--- config.mk ---
export PLATFORM = sky130hd
export DESIGN_NAME = reg_file_mp
export DESIGN_NICKNAME = d
export VERILOG_FILES = /design/src/rtl/mips_rf_pkg.sv /design/src/rtl/rf_init_seq.sv /design/src/rtl/reg_file_mp.sv
export SDC_FILE = /design/constraint.sdc
export NUM_CORES = 1
export LEC_CHECK = 0
export BUFFER_PORTS_ARGS = -buffer_cell sky130_fd_sc_hd__buf_2
export CAP_MARGIN = 20
export CORE_MARGIN = 2
export CORE_UTILIZATION = 25
export DETAILED_ROUTE_END_ITERATION = 16
export HOLD_SLACK_MARGIN = 0.02
export MAX_ROUTING_LAYER = met4
export PLACE_DENSITY = 0.44
export RECOVER_POWER = 100
export SYNTH_ARGS = -nofsm -noshare
export SYNTH_HDL_FRONTEND = slang
export SYNTH_SLANG_ARGS = --single-unit
--- constraint.sdc ---
create_clock -name clk -period 4.5 [get_ports clk]
set_clock_uncertainty 0.1 [all_clocks]
set_input_delay 0.9 -clock clk [delete_from_list [all_inputs] [get_ports clk]]
set_output_delay 0.9 -clock clk [all_outputs]
set_load 0.02 [all_outputs]
--- src/rtl/mips_rf_pkg.sv ---
// Shared definitions for the multi-port register file: default sizes,
// sequencer state encoding and the address-width helper.
package mips_rf_pkg;

  localparam int unsigned RF_DATA_W_DEF   = 32;
  localparam int unsigned RF_NUM_REGS_DEF = 32;

  typedef enum logic {
    INIT,
    READY
  } rf_state_t;

  // Address width for n entries, never less than one bit.
  function automatic int unsigned clog2_min1(input int unsigned n);
    int unsigned w;
    w = $clog2(n);
    return (w < 1) ? 1 : w;
  endfunction

endpackage

--- src/rtl/rf_init_seq.sv ---
// Post-reset clear sequencer for the register file.
// Ports:
//   clk, rst_n  : clock, asynchronous active-low reset
//   init_we     : write strobe for the clear pass
//   init_addr   : entry currently being cleared
//   init_busy   : high until every entry has been cleared
module rf_init_seq
  import mips_rf_pkg::*;
#(
  parameter int unsigned NUM_REGS = RF_NUM_REGS_DEF,
  parameter int unsigned AW       = clog2_min1(NUM_REGS)
) (
  input  logic          clk,
  input  logic          rst_n,
  output logic          init_we,
  output logic [AW-1:0] init_addr,
  output logic          init_busy
);

  localparam logic [AW-1:0] LAST = AW'(NUM_REGS - 1);

  rf_state_t     r_state;
  rf_state_t     w_state_nxt;
  logic [AW-1:0] r_cnt;
  logic [AW-1:0] w_cnt_nxt;

  always_ff @(posedge clk or negedge rst_n) begin
    if (!rst_n) begin
      r_state <= INIT;
      r_cnt   <= '0;
    end else begin
      r_state <= w_state_nxt;
      r_cnt   <= w_cnt_nxt;
    end
  end

  always_comb begin
    w_state_nxt = r_state;
    w_cnt_nxt   = r_cnt;
    init_we     = 1'b0;
    init_addr   = r_cnt;
    init_busy   = 1'b0;
    case (r_state)
      INIT: begin
        init_we   = 1'b1;
        init_busy = 1'b1;
        if (r_cnt == LAST) begin
          w_state_nxt = READY;
        end else begin
          w_cnt_nxt = r_cnt + AW'(1);
        end
      end
      READY: begin
        w_state_nxt = READY;
      end
      default: begin
        w_state_nxt = INIT;
      end
    endcase
  end

endmodule

--- src/rtl/reg_file_mp.sv ---
// Multi-read-port register file with 1-cycle registered reads, optional
// hardwired-zero entry 0 and optional same-edge write-to-read bypass.
// Entries are cleared by rf_init_seq after every reset.
// Ports:
//   clk, rst_n        : clock, asynchronous active-low reset
//   wr_en/addr/data   : single write port (ignored while init_busy)
//   rd_en[p]          : per-port read strobe
//   rd_addr[p*AW+:AW] : packed read indices
//   rd_data[p*DW+:DW] : packed registered read data
//   init_busy         : high while the clear sequence runs
module reg_file_mp
  import mips_rf_pkg::*;
#(
  parameter int unsigned DATA_W   = RF_DATA_W_DEF,
  parameter int unsigned NUM_REGS = RF_NUM_REGS_DEF,
  parameter int unsigned NUM_RD   = 2,
  parameter int unsigned ZERO_REG = 1,
  parameter int unsigned BYPASS   = 1,
  localparam int unsigned AW      = clog2_min1(NUM_REGS)
) (
  input  logic                     clk,
  input  logic                     rst_n,
  input  logic                     wr_en,
  input  logic [AW-1:0]            wr_addr,
  input  logic [DATA_W-1:0]        wr_data,
  input  logic [NUM_RD-1:0]        rd_en,
  input  logic [NUM_RD*AW-1:0]     rd_addr,
  output logic [NUM_RD*DATA_W-1:0] rd_data,
  output logic                     init_busy
);

  logic [DATA_W-1:0] r_mem [NUM_REGS];

  logic              w_init_we;
  logic [AW-1:0]     w_init_addr;
  logic              w_init_busy;
  logic              w_wr_ok;
  logic              w_mem_we;
  logic [AW-1:0]     w_mem_addr;
  logic [DATA_W-1:0] w_mem_wdata;

  rf_init_seq #(
    .NUM_REGS (NUM_REGS),
    .AW       (AW)
  ) u_init_seq (
    .clk       (clk),
    .rst_n     (rst_n),
    .init_we   (w_init_we),
    .init_addr (w_init_addr),
    .init_busy (w_init_busy)
  );

  assign init_busy = w_init_busy;

  // User write is accepted only in READY, in range and not to the zero entry.
  assign w_wr_ok = wr_en && !w_init_busy
                && (32'(wr_addr) < NUM_REGS)
                && !((ZERO_REG != 0) && (wr_addr == '0));

  // The clear sequencer owns the write port while busy.
  assign w_mem_we    = w_init_we | w_wr_ok;
  assign w_mem_addr  = w_init_busy ? w_init_addr : wr_addr;
  assign w_mem_wdata = w_init_busy ? '0 : wr_data;

  // Array contents are not reset; the clear sequence initialises them.
  always_ff @(posedge clk) begin
    if (w_mem_we) begin
      r_mem[w_mem_addr] <= w_mem_wdata;
    end
  end

  for (genvar p = 0; p < NUM_RD; p++) begin : g_rd
    logic [AW-1:0]     w_ra;
    logic [DATA_W-1:0] w_rval;
    logic [DATA_W-1:0] r_rd;

    assign w_ra = rd_addr[p*AW +: AW];

    always_comb begin
      w_rval = '0;
      if ((32'(w_ra) < NUM_REGS) && !((ZERO_REG != 0) && (w_ra == '0))) begin
        // w_wr_ok already excludes the zero entry and out-of-range indices.
        if ((BYPASS != 0) && w_wr_ok && (wr_addr == w_ra)) begin
          w_rval = wr_data;
        end else begin
          w_rval = r_mem[w_ra];
        end
      end
    end

    always_ff @(posedge clk or negedge rst_n) begin
      if (!rst_n) begin
        r_rd <= '0;
      end else if (!w_init_busy && rd_en[p]) begin
        r_rd <= w_rval;
      end
    end

    assign rd_data[p*DATA_W +: DATA_W] = r_rd;
  end

endmodule

# Word-level counts from Yosys, hierarchy flattened

Memories as Yosys holds them, arrays and structs flattened.
Index checks and enable logic that the tools add are counted.

Flip-flop bits (word level): 70
RAM bits: 1024
Input port bits: 52
Word-level logic and storage cells: 34
Memories kept: 1

Add/sub/neg operators: 1
Eq/ne operators: 3
Multiplexer cells: 11
Bitwise logic cells: 3
Reductions and logical operators: 11

Memory list:

| name  | words | width | rd ports | clocked after Yosys merged registers in | write ports | line              | source |
|---|---|---|---|---|---|---|---|
| r_mem | 32    | 32    | 2        | 0                                       | 1           | reg_file_mp.sv:32 | `logic [DATA_W-1:0] r_mem [NUM_REGS];` |

Operator list:

| operator                                                       | number |
|---|---|
| 32-bit 2-to-1 mux                                              | 5 |
| 5-bit logical NOT                                              | 3 |
| 5-bit == test                                                  | 2 |
| 1-bit logical AND                                              | 6 |
| 5-bit by 1-bit adder with 5-bit output (second input constant) | 1 |
| 5-bit == test (second input constant)                          | 1 |
| 5-bit 2-to-1 mux                                               | 1 |
| 1-bit 2-to-1 mux                                               | 4 |
| 1-bit inverter                                                 | 2 |
| 1-bit case mux with 2 select lines                             | 1 |
| 2-bit AND reduction                                            | 1 |
| 1-bit logical NOT                                              | 1 |
| 1-bit bitwise OR                                               | 1 |

# Logic depth before layout (Yosys ltp)

Depth in word-level cells: 6
Mapped depth: 9
Depth with buffers taken out: 6

# Modules after synthesis

Synthesis repeated with hierarchy kept, for this count alone.

Cells, all modules: 2752
Area total of the unflattened synthesis: 50551.0 um^2

Modules (own cells, without submodules):

| module      | times used | cells each | area an instance (um^2) | sequential area each (um^2) |
|---|---|---|---|---|
| reg_file_mp | 1          | 2732       | 50278.2                 | 32351.0 |
| rf_init_seq | 1          | 20         | 272.8                   | 150.1 |

# Least setup slack after synthesis

No wires, ideal clock.

Kind: flip-flop to flip-flop
From: reg u_init_seq.r_state
To: mem r_mem[18][0] in the netlist's numbering, enable pin
Library setup time: 0.421 ns
Data arrival time: 2.814 ns
Setup slack: 1.164 ns
Cell stages (with the launch flop): 6
Clock period less this slack: 3.336 ns
Cell sequence: dfrtp_1 -> clkbuf_1 -> clkbuf_1 -> mux2i_1 -> nand2_1 -> nor2_1

Word-level cells in the longest chain between the ends: 5

RTL lines:

| item                                   | line              | source |
|---|---|---|
| start: declaration                     | rf_init_seq.sv:22 | `rf_state_t r_state;` |
| start signal: assignment               | rf_init_seq.sv:32 | `r_state <= w_state_nxt;` |
| 1-bit logical AND                      | reg_file_mp.sv:56 | `assign w_wr_ok = wr_en && !w_init_busy` |
| 1-bit logical AND                      | reg_file_mp.sv:58 | `&& !((ZERO_REG != 0) && (wr_addr == '0));` |
| 1-bit bitwise OR                       | reg_file_mp.sv:61 | `assign w_mem_we = w_init_we \| w_wr_ok;` |
| 1-bit 2-to-1 mux                       | reg_file_mp.sv:67 | `if (w_mem_we) begin` |
| 1-bit 2-to-1 mux (not written as such) | reg_file_mp.sv:68 | `r_mem[w_mem_addr] <= w_mem_wdata;` |
| end: declaration                       | reg_file_mp.sv:32 |  |

Parallel ways exist; a longest one is shown, timed or not.

# Worst setup path after layout

From: reg u_init_seq.r_state
To: mem r_mem[19][4] in the netlist's numbering, enable pin

The elaborated chain is that of the path after synthesis.

==> impl_metrics.tcl <==
set metrics [dict create \
    crit_path_start_kind "register" \
    drtAntennaViolNets 0 \
    holdCritPathClass "primary input to register" \
    detailed_placer_s_ending_hpwl_mm 116.4 \
    pre_cts_slack_ns 0.8308 \
    outcome "finished, violations left" \
    h-tree-depth 3 \
    path_max_fanout 24 \
    cts_setup_buffers 0 \
    globalRouteOverflowTotal 0 \
    worst_setup_path_startpoint "u_init_seq.r_state" \
    worstSkewPairLatency_ns 0.74 \
    reg2reg_from "u_init_seq.r_state" \
    max-clock-path-buffers 3 \
    initial_utilization_pct 25.14 \
    final_weighted_congestion_in_routability_driven_placement 0.8236 \
    finalWorstSetupSlack_ns 0.6368 \
    max-cap-violations 17 \
    setup_total_negative_slack_ns 0 \
    yosysWarnings 0 \
    ir_drop_uv 315.7 \
    design.portCount 117 \
    dieHeight_um 452.1 \
    synthesis.area_um2 50190 \
    clock.fmax_mhz 258.9 \
    seq_area_frac_synth_pct 64.75 \
    yosys-top-cells-count "sky130_fd_sc_hd__edfxtp_1 (1024), sky130_fd_sc_hd__mux4_2 (384), sky130_fd_sc_hd__mux2i_1 (259)" \
    ys_seq_elements 1094 \
    route.detailed.vias_per_inst 5.255 \
    synth_top_cell_area_share_pct 61.26 \
    wirelength_mm 188.7 \
    synthTopCellsByArea "sky130_fd_sc_hd__edfxtp_1 (61%), sky130_fd_sc_hd__mux4_2 (17%), sky130_fd_sc_hd__mux2i_1 (5.2%)" \
    syn-mean-instance-area_um2 18.27 \
    via_count 29980 \
    io_buffers 116 \
    failed_checks "capacitance limit, slew limit" \
    first_global_vias 31010 \
    synth_fp_nets 2801 \
    areaGrowthSynthToFinish_pct 16.76 \
    avgRoutedWirePerCell_um 33.08 \
    r2r_cells 4 \
    setup_viol 0 \
    timing.critical_path.to "r_mem[19][4]" \
    library_cell_with_the_highest_instance_count_after_synthesis "sky130_fd_sc_hd__edfxtp_1" \
    unrepaired_setup_endpoints_after_global_routing "false" \
    grt_pass1_wl_mm 260.2 \
    postCtsHoldBufs 0 \
    cp.arrival_ns 4.16 \
    fin_nets 3001 \
    drt_first_iter_violations 2708 \
    ys_types 38 \
    timing_worst_slew_pin_value_ns 3.117 \
    antenna_found_initial 3 \
    power_leakage_nw 18.72 \
    drt_pass1_iterations 5 \
    cp_data_required_time_ns 4.80 \
    tritoncts_num_sinks 1094 \
    drive_above_1_share_pct 25.88 \
    fin_crit_ns 3.863 \
    timing_worst_setup_path_type "register to register" \
    slew_viol_final 457 \
    clk_pin_slew_worst_paths_ns 0.06 \
    number_of_enable_flip_flop_cells_after_synthesis 1024 \
    hold_viol 0 \
    die-area_um2 204400 \
    timing.slew.headroom_pct -107.8 \
    yosys.area.top_type "sky130_fd_sc_hd__edfxtp_1" \
    grt_max_degree 65 \
    core_area_um2 199700 \
    number_of_rows_in_the_core_area 164 \
    regToRegSetupSlack_ns 0.64 \
    regToRegEndpoint "r_mem[19][4]" \
    horizontal_extent_of_the_die_um 452.1 \
    postSynth.asyncResetShare_pct 6.399 \
    clock_tree_from_tritoncts "built" \
    post-route-period-util_pct 85.85 \
    yosys_most_used_dff "sky130_fd_sc_hd__edfxtp_1" \
    synth_cells 2747 \
    drcViolationCount 0 \
    timing.critical_path.to_type "register" \
    clk_root_buffer_cell "sky130_fd_sc_hd__clkbuf_16" \
    pwr_density_nw_per_um2 396.6 \
    numCtsBuffers 116 \
    grt_use_total_pct 18.73 \
    cts.repair.resized 0 \
]
## routing by layer
metal	global-route usage (%)	routed length [um]
met5	-	0
met3	1.860	7488
met4	6.631	6893
met2	32.19	97570
met1	22.91	76730
## logic make-up (layout without fill, tap and decap cells)
family / Yosys count / count (layout) / synth area share [%]
AO/OA/AOI/OAI: 588 / 588 / 8.336
XOR/XNOR: 13 / 13 / 0.2268
adder cells (fa/ha/maj): 2 / 2 / 0.04985
buffers and inverters: 229 / 527 / 2.251
flip-flops: 1094 / 1094 / 64.75
multiplexers: 648 / 648 / 22.51
other: 0 / 3 / 0
AND/OR/NAND/NOR: 173 / 173 / 1.880
## worst max-delay path: stages (launching register included)
cell and delay (ns):
sky130_fd_sc_hd__dfrtp_1 1.01, sky130_fd_sc_hd__mux2i_1 0.53, sky130_fd_sc_hd__nand2_1 0.26, sky130_fd_sc_hd__nor2_1 1.16, sky130_fd_sc_hd__buf_12 0.37
## sequential cells by signal (all words and copies together) (netlist names)
register and cells:
u_init_seq.init_addr 5, r_mem 1024, u_init_seq.r_state 1, g_rd.r_rd 64
## metrics by stage
step,instances,hold slack (ns),utilization (%),power (mW),instance area [um^2]
after floorplan,2747,0.3758,-,12.77,50190
after global placement,5468,0.4521,27.61,13.79,55130
after detailed placement,5473,0.4637,27.66,13.79,55220
after CTS,5689,0.09124,29.56,23.48,59020
after global routing,5702,0.3997,29.35,23.92,58600
final,5704,0.3897,29.35,23.24,58610
## worst min path at each step
| stage | startpoint | to | slack, ns | cells after the start |
|---|---|---|---|---|
| final | wr_data[5] | g_rd[0].r_rd[5] | 0.39 | 3 |
| after global routing | wr_data[24] | g_rd[1].r_rd[24] | 0.40 | 3 |
| after CTS | rst_n | g_rd[1].r_rd[16] | 0.09 | 1 |
| after detailed placement | u_init_seq.init_addr[3] | u_init_seq.init_addr[3] | 0.46 | 1 |
| after global placement | u_init_seq.init_addr[2] | u_init_seq.init_addr[2] | 0.45 | 1 |
| after floorplan | u_init_seq.init_addr[3] | u_init_seq.init_addr[3] | 0.38 | 1 |
## layout make-up
| cell class | count | area, um^2 |
|---|---|---|
| fillers | 19580 | 141100 |
| flip-flops and latches | 1094 | 32500 |
| multi-input cells | 1424 | 16830 |
| well taps | 2656 | 3323 |
| clock buffers | 159 | 3249 |
| repair buffers | 305 | 2123 |
| clock inverters | 57 | 549.3 |
| inverters | 6 | 22.52 |
| diodes | 3 | 7.507 |
## where the power goes
group          total, mW  internal (mW)  switching [mW]  leakage [nW]
combinational       2.13          0.739            1.39          6.79
sequential          11.4           11.2           0.146          10.1
clock               9.72           5.60            4.12          1.87
total               23.2           17.6            5.66          18.7
## cells in the final DEF (no fill, tap or decap), types with 3 or more instances in the layout
master	Yosys	routed
sky130_fd_sc_hd__o21ai_0	64	64
sky130_fd_sc_hd__mux2_2	5	5
sky130_fd_sc_hd__inv_1	4	4
sky130_fd_sc_hd__nor2b_4	0	4
sky130_fd_sc_hd__bufinv_16	0	10
sky130_fd_sc_hd__clkbuf_8	0	10
sky130_fd_sc_hd__mux2i_1	259	259
sky130_fd_sc_hd__a221oi_1	128	128
sky130_fd_sc_hd__nor2_1	44	19
sky130_fd_sc_hd__clkbuf_2	1	21
sky130_fd_sc_hd__nand3_1	3	3
sky130_fd_sc_hd__and2_0	0	25
sky130_fd_sc_hd__xnor2_1	12	12
sky130_fd_sc_hd__clkbuf_16	0	120
sky130_fd_sc_hd__dfrtp_1	70	70
sky130_fd_sc_hd__or3_1	65	65
sky130_fd_sc_hd__diode_2	0	3
sky130_fd_sc_hd__clkinv_2	0	21
sky130_fd_sc_hd__nor2_4	0	23
sky130_fd_sc_hd__edfxtp_1	1024	1024
sky130_fd_sc_hd__and2_1	36	7
sky130_fd_sc_hd__a22o_1	64	64
sky130_fd_sc_hd__buf_12	0	32
sky130_fd_sc_hd__a21oi_1	130	130
sky130_fd_sc_hd__nor3b_1	3	3
sky130_fd_sc_hd__buf_2	41	45
sky130_fd_sc_hd__a22oi_1	192	192
sky130_fd_sc_hd__clkbuf_1	122	145
sky130_fd_sc_hd__mux4_2	384	384
sky130_fd_sc_hd__clkinv_1	2	20
sky130_fd_sc_hd__nand2_1	11	10
sky130_fd_sc_hd__buf_8	0	4
sky130_fd_sc_hd__buf_4	34	86
(Power assumes the default switching activity.)
